File: src/rtl/button_ctrl_if.sv
// Button controller bundle: raw button levels in, press pulses / mode / debug levels out.
interface button_ctrl_if;
    logic [3:0] pButton;
    logic       pMode;
    logic [3:0] vButton;
    logic [1:0] clk_mode;
    logic [4:0] pressed;

    modport master (output pButton, pMode, input vButton, clk_mode, pressed);
    modport slave  (input pButton, pMode, output vButton, clk_mode, pressed);
endinterface

File: src/rtl/button_ctrl.sv
// button_ctrl: synchronizes and debounces four buttons plus a mode button,
// emits one-cycle press pulses (with auto-repeat on buttons 0-2) and runs a
// four-state mode machine that falls back to mode 0 after an idle period.
module button_ctrl #(
    parameter int unsigned DB_CYCLES     = 4,
    parameter int unsigned REPEAT_DELAY  = 20,
    parameter int unsigned REPEAT_PERIOD = 8,
    parameter int unsigned IDLE_TIMEOUT  = 100
) (
    input  logic         mclk,
    input  logic         rst,
    button_ctrl_if.slave bus
);
    localparam int NIN  = 5;  // {mode, button[3:0]}
    localparam int NREP = 3;  // buttons that auto-repeat
    localparam logic [31:0] DB_LIM = 32'(DB_CYCLES);
    localparam logic [31:0] RD_LIM = 32'(REPEAT_DELAY);
    // Reloading to this value after a repeat makes the next repeat land
    // REPEAT_PERIOD cycles later while the counter never exceeds RD_LIM.
    localparam logic [31:0] RELOAD = 32'(REPEAT_DELAY - REPEAT_PERIOD + 1);
    // The cycle in which the timer would reach IDLE_TIMEOUT is the one that
    // drops the mode, so exactly IDLE_TIMEOUT quiet cycles leave a mode.
    localparam logic [31:0] IT_LIM = 32'(IDLE_TIMEOUT - 1);

    typedef enum logic [1:0] {MODE0 = 2'd0, MODE1 = 2'd1, MODE2 = 2'd2, MODE3 = 2'd3} mode_e;

    logic [NIN-1:0]        raw;
    logic [NIN-1:0]        sync1_q, sync2_q;
    logic [NIN-1:0]        db_q, db_d, prev_q, rise;
    logic [NIN-1:0][31:0]  dbcnt_q, dbcnt_d;
    logic [NREP-1:0][31:0] hold_q, hold_d;
    logic [NREP-1:0]       rep;
    logic [3:0]            vbtn_q, vbtn_d;
    mode_e                 mode_q, mode_d;
    logic [31:0]           idle_q, idle_d;
    logic                  mode_edge;

    assign raw = {bus.pMode, bus.pButton};

    // Two-flop synchronizers on every raw input
    always_ff @(posedge mclk or negedge rst) begin
        if (!rst) begin
            sync1_q <= '0;
            sync2_q <= '0;
        end else begin
            sync1_q <= raw;
            sync2_q <= sync1_q;
        end
    end

    // Debounce: count disagreeing samples, accept the new level at DB_CYCLES
    always_comb begin
        db_d    = db_q;
        dbcnt_d = dbcnt_q;
        for (int i = 0; i < NIN; i++) begin
            if (sync2_q[i] == db_q[i]) begin
                dbcnt_d[i] = '0;
            end else if (dbcnt_q[i] >= DB_LIM) begin
                db_d[i]    = sync2_q[i];
                dbcnt_d[i] = '0;
            end else begin
                dbcnt_d[i] = dbcnt_q[i] + 32'd1;
            end
        end
    end

    assign rise = db_q & ~prev_q;

    // Hold counters; keyed on the next debounced level so a release cycle never repeats
    always_comb begin
        hold_d = hold_q;
        rep    = '0;
        for (int i = 0; i < NREP; i++) begin
            if (!db_d[i]) begin
                hold_d[i] = '0;
            end else if (rise[i]) begin
                hold_d[i] = 32'd1;
            end else if (hold_q[i] >= RD_LIM) begin
                rep[i]    = 1'b1;
                hold_d[i] = RELOAD;
            end else if (hold_q[i] != '0) begin
                hold_d[i] = hold_q[i] + 32'd1;
            end
        end
    end

    assign vbtn_d    = {rise[3], rise[2:0] | rep};
    assign mode_edge = rise[4];

    // Mode next-state and idle timer; a mode edge beats a simultaneous timeout
    always_comb begin
        mode_d = mode_q;
        idle_d = idle_q;
        if (mode_edge) begin
            idle_d = '0;
            case (mode_q)
                MODE0:   mode_d = MODE1;
                MODE1:   mode_d = MODE2;
                MODE2:   mode_d = MODE3;
                default: mode_d = MODE0;
            endcase
        end else if ((|vbtn_d) || (mode_q == MODE0)) begin
            idle_d = '0;
        end else if (idle_q >= IT_LIM) begin
            mode_d = MODE0;
            idle_d = '0;
        end else begin
            idle_d = idle_q + 32'd1;
        end
    end

    // State registers for debounce, pulses, hold counters and mode
    always_ff @(posedge mclk or negedge rst) begin
        if (!rst) begin
            db_q    <= '0;
            dbcnt_q <= '0;
            prev_q  <= '0;
            hold_q  <= '0;
            vbtn_q  <= '0;
            mode_q  <= MODE0;
            idle_q  <= '0;
        end else begin
            db_q    <= db_d;
            dbcnt_q <= dbcnt_d;
            prev_q  <= db_q;
            hold_q  <= hold_d;
            vbtn_q  <= vbtn_d;
            mode_q  <= mode_d;
            idle_q  <= idle_d;
        end
    end

    assign bus.vButton  = vbtn_q;
    assign bus.clk_mode = mode_q;
    assign bus.pressed  = db_q;
endmodule

File: src/flat_wrapper.sv
// flat-port wrapper written by rule: the top's interface ports become plain ports
module button_ctrl_flat 
#(
    parameter int unsigned DB_CYCLES     = 4,
    parameter int unsigned REPEAT_DELAY  = 20,
    parameter int unsigned REPEAT_PERIOD = 8,
    parameter int unsigned IDLE_TIMEOUT  = 100
)
  (mclk, rst, bus_pButton, bus_pMode, bus_vButton, bus_clk_mode, bus_pressed);
  button_ctrl_if bus_i ();
  input  logic mclk;
  input  logic rst;
  input wire logic [$bits(bus_i.pButton)-1:0] bus_pButton;
  input wire logic [$bits(bus_i.pMode)-1:0] bus_pMode;
  output wire logic [$bits(bus_i.vButton)-1:0] bus_vButton;
  output wire logic [$bits(bus_i.clk_mode)-1:0] bus_clk_mode;
  output wire logic [$bits(bus_i.pressed)-1:0] bus_pressed;
  assign bus_i.pButton = bus_pButton;
  assign bus_i.pMode = bus_pMode;
  assign bus_vButton = bus_i.vButton;
  assign bus_clk_mode = bus_i.clk_mode;
  assign bus_pressed = bus_i.pressed;
  button_ctrl #(.DB_CYCLES(DB_CYCLES), .REPEAT_DELAY(REPEAT_DELAY), .REPEAT_PERIOD(REPEAT_PERIOD), .IDLE_TIMEOUT(IDLE_TIMEOUT)) u_core (.mclk(mclk), .rst(rst), .bus(bus_i));
endmodule
File: config.mk
export PLATFORM = sky130hd
export DESIGN_NAME = button_ctrl_flat
export DESIGN_NICKNAME = d
export VERILOG_FILES = /design/src/rtl/button_ctrl_if.sv /design/src/rtl/button_ctrl.sv /design/src/flat_wrapper.sv
export SDC_FILE = /design/constraint.sdc
export NUM_CORES = 1
export LEC_CHECK = 0
export CAP_MARGIN = 10
export CELL_PAD_IN_SITES_DETAIL_PLACEMENT = 1
export CELL_PAD_IN_SITES_GLOBAL_PLACEMENT = 1
export CORE_MARGIN = 1.5
export CORE_UTILIZATION = 54
export CTS_BUF_LIST = sky130_fd_sc_hd__clkbuf_8
export DETAILED_ROUTE_END_ITERATION = 10
export GPL_ROUTABILITY_DRIVEN = 0
export PLACE_DENSITY = 0.78
export SETUP_SLACK_MARGIN = 0.5
export SYNTH_ARGS = -nofsm -noshare
export SYNTH_HDL_FRONTEND = slang
export SYNTH_SLANG_ARGS = --single-unit
File: constraint.sdc
create_clock -name mclk -period 5.9 [get_ports mclk]
set_input_delay 1.18 -clock mclk [delete_from_list [all_inputs] [get_ports mclk]]
set_output_delay 1.18 -clock mclk [all_outputs]
set_load 0.005 [all_outputs]
==> run metrics <==
status=finished, final reports clean; Die Y=137.4 microns; Syn Std Cell Area=roughly 9700 sq um; hpwl dp=around 11 mm; final max-slew violation count=0; critical-path cell list=clkdlybuf4s50_1; final cell count without fillers=1,168; Top FF cell, synth=dfrtp_1; Critical R2R Launch=u_core.hold_q[13]$_DFFE_PN0P_; setup TNS=0 ps; cell row count=48; EDFF count, synth=0; placed instance area=~11,000 sq um; total grt overflow=0; Cells after DPL=between 1,000 and 1,500; Post-Layout Inst Area=12,060 sq um; Core ar.=between 15,000 and 20,000 sq um; Post-synth ARST share=1.000; first-pass GRT wire length=30.15 mm; Initial Util=0.5577; clock slew at reported path FFs=70 ps; I/O pins=18; CP arrival=~1600 ps; Worst Path Max Fanout=6; Synth Register Bits=314; Worst setup EP type=output port; FF/Latch Area=~7900 sq um; critical path class=reg -> out; count of nets after finishing=935; fraction of the yosys area taken by sequential cells=0.8062; worst path bufs/invs=1; Avg WL per Cell=15.86 microns; post-CTS sizing=0; crit share post-route=0.4706; initial antenna violation count=1; CTS tree=built; commonest non-fill, non-tap cell in the layout=dfrtp_1; worst-case clock buffer depth=3; max-cap check violation count=0; CP top delay family=buffers and inverters; total global-route track usage=0.2170; Setup Buffers After CTS=0; unrepaired setup endpoints after global routing=false; crit-path max cell delay=570 ps; Worst setup SP type=flip-flop; CP max-delay cell=clkdlybuf4s50_1; FILL cells=1,743; worst r2r dst=u_core.idle_q[0]$_DFF_PN0_; Hold Path Sink=u_core.sync2_q[4]$_DFF_PN0_; worst endpoint required time=4720 ps; die area=18,870 sq um; Clock Skew=~18 ps; YS warnings=0; hold_buf cts=0; largest net degree at the start of global routing=149; PwrDens=343.0 nW/um^2; Via density=between 4 and 5; HP Start=u_core.sync1_q[4]$_DFF_PN0_; TritonCTS sink count=~310; DR iter-0 viols=approximately 180; slew margin rel.=0.4664; minimum clock period=~2800 ps; vias in the first global route=6,185; Critical Path Source=u_core.bus.pressed[1]$_DFF_PN0_; final antenna-violating net count=0; Worst R2R Path Depth=7; Fmax=0.3601 GHz; most frequent cells in the layout=314 x dfrtp_1, 251 x conb_1, 54 x nor4_1, 53 x clkbuf_8, 40 x inv_1; Die Wd=137.4 microns; Mean Syn Cell Area=16.49 sq um; TritonCTS buffer count=47; leakage=5.823 nW; Final Hold Fails=0; first-pass detailed-route iteration total=4; layout overhead on the synthesized area=23.76%; Tightest Pin Transition=800.4 ps; Post-Synthesis Cells=approximately 590; hold path depth=0; worst skew pair latency=550 ps; Vias=5,249; IO Port Bufs=17; Root Driver=clkbuf_8; Residual DRC=0; R2R Setup Slk=3510 ps; CTS H-tree depth=2; area of the multi-input gates=about 2700 sq um; layout cells sized above 1=0.09448; worst min path class=reg -> reg; Peak VDD IR=212.2 uV; drt total wl=18.52 mm; Finish-stage setup viols=0; Distinct cells, synth=45
-- cell type report --
type | instances | share of cell area
sequential | 314 | 0.6514
timing repair buffer | 19 | 0.01680
inverter | 25 | 0.007779
tap | 225 | 0.02334
clock inverter | 29 | 0.01338
clock buffer | 53 | 0.06047
multi-input combinational | 502 | 0.2266
antenna | 1 | 0.0002074
-- report_power, final --
group,internal [W],switching (W)
clock,0.000869,0.000784
combinational,0.0000559,0.000113
sequential,0.00226,0.0000542
-- metrics by stage --
stage	hold WS (ps)	setup WS, ps	util	total power [W]
after detailed placement	341.0	3274	0.6391	0.002515
after CTS	353.5	3072	0.6901	0.004195
after floorplan	331.2	3978	-	0.002403
after global placement	334.1	3389	0.6391	0.002485
final	346.3	3123	0.6902	0.004138
after global routing	356.5	3048	0.6902	0.004314
-- routing by layer --
layer	track usage	share of wire
met5	0	0
met1	0.2401	0.38
met2	0.4107	0.56
met3	0.04231	0.038
met4	0.08246	0.017
-- worst max-delay path by stage --
stage | end | slack [ps] | depth (start not counted)
3_3_place_gp | u_core.dbcnt_q[127]$_DFF_PN0_ | 3390 | 2
5_1_grt | bus_pressed[1] | 3050 | 1
3_5_place_dp | u_core.dbcnt_q[105]$_DFF_PN0_ | 3270 | 2
4_1_cts | bus_pressed[4] | 3070 | 1
6_report | bus_pressed[1] | 3120 | 1
2_1_floorplan | u_core.bus.clk_mode[0]$_DFFE_PN0P_ | 3980 | 7
-- worst register-to-register path: cells and delay by family, from the launching register on --
| kind | cells | cell delay [ps] |
|---|---|---|
| and+or+nand+nor | 5 | 1510 |
| DFF | 1 | 390 |
| AOI/OAI and AO/OA | 2 | 420 |
-- cells in the mapped netlist (all sizes together) (3+ instances only) --
library cell | number | area, sq um
and4 | 3 | 28.78
nor3 | 4 | 25.02
ha | 19 | 237.7
inv | 25 | 93.84
dfrtp | 314 | 7858
xor2 | 20 | 175.2
nor2b | 4 | 25.02
nor4 | 59 | 409.1
xnor2 | 7 | 61.31
nand2 | 13 | 48.80
o31ai | 3 | 36.28
mux2i | 4 | 40.04
a21oi | 6 | 30.03
o21ai | 6 | 30.02
nand3 | 13 | 65.06
nand4 | 13 | 87.58
nor2 | 36 | 142.6
and3 | 17 | 106.4
-- flip-flops by register name, summed over array words and instances, names as in the netlist --
| register | flops |
|---|---|
| u_core.dbcnt_q | 160 |
| u_core.sync2_q | 5 |
| u_core.sync1_q | 5 |
| u_core.bus.pressed | 5 |
| u_core.bus.clk_mode | 2 |
| u_core.bus.vButton | 4 |
| u_core.prev_q | 5 |
| u_core.hold_q | 96 |
| u_core.idle_q | 32 |
-- cells by family (layout without fill, tap and decap cells) --
family	count (synthesis)	after routing	synth area share
AO/OA/AOI/OAI	24	24	0.02195
flip-flops	314	314	0.8062
adder cells (fa/ha/maj)	19	19	0.02439
other	1	252	0.0003847
AND/OR/NAND/NOR	175	175	0.1068
multiplexers	6	6	0.006418
buffers and inverters	25	126	0.009628
XOR/XNOR	27	27	0.02426
No activity file was read; power rests on OpenSTA's default activity.
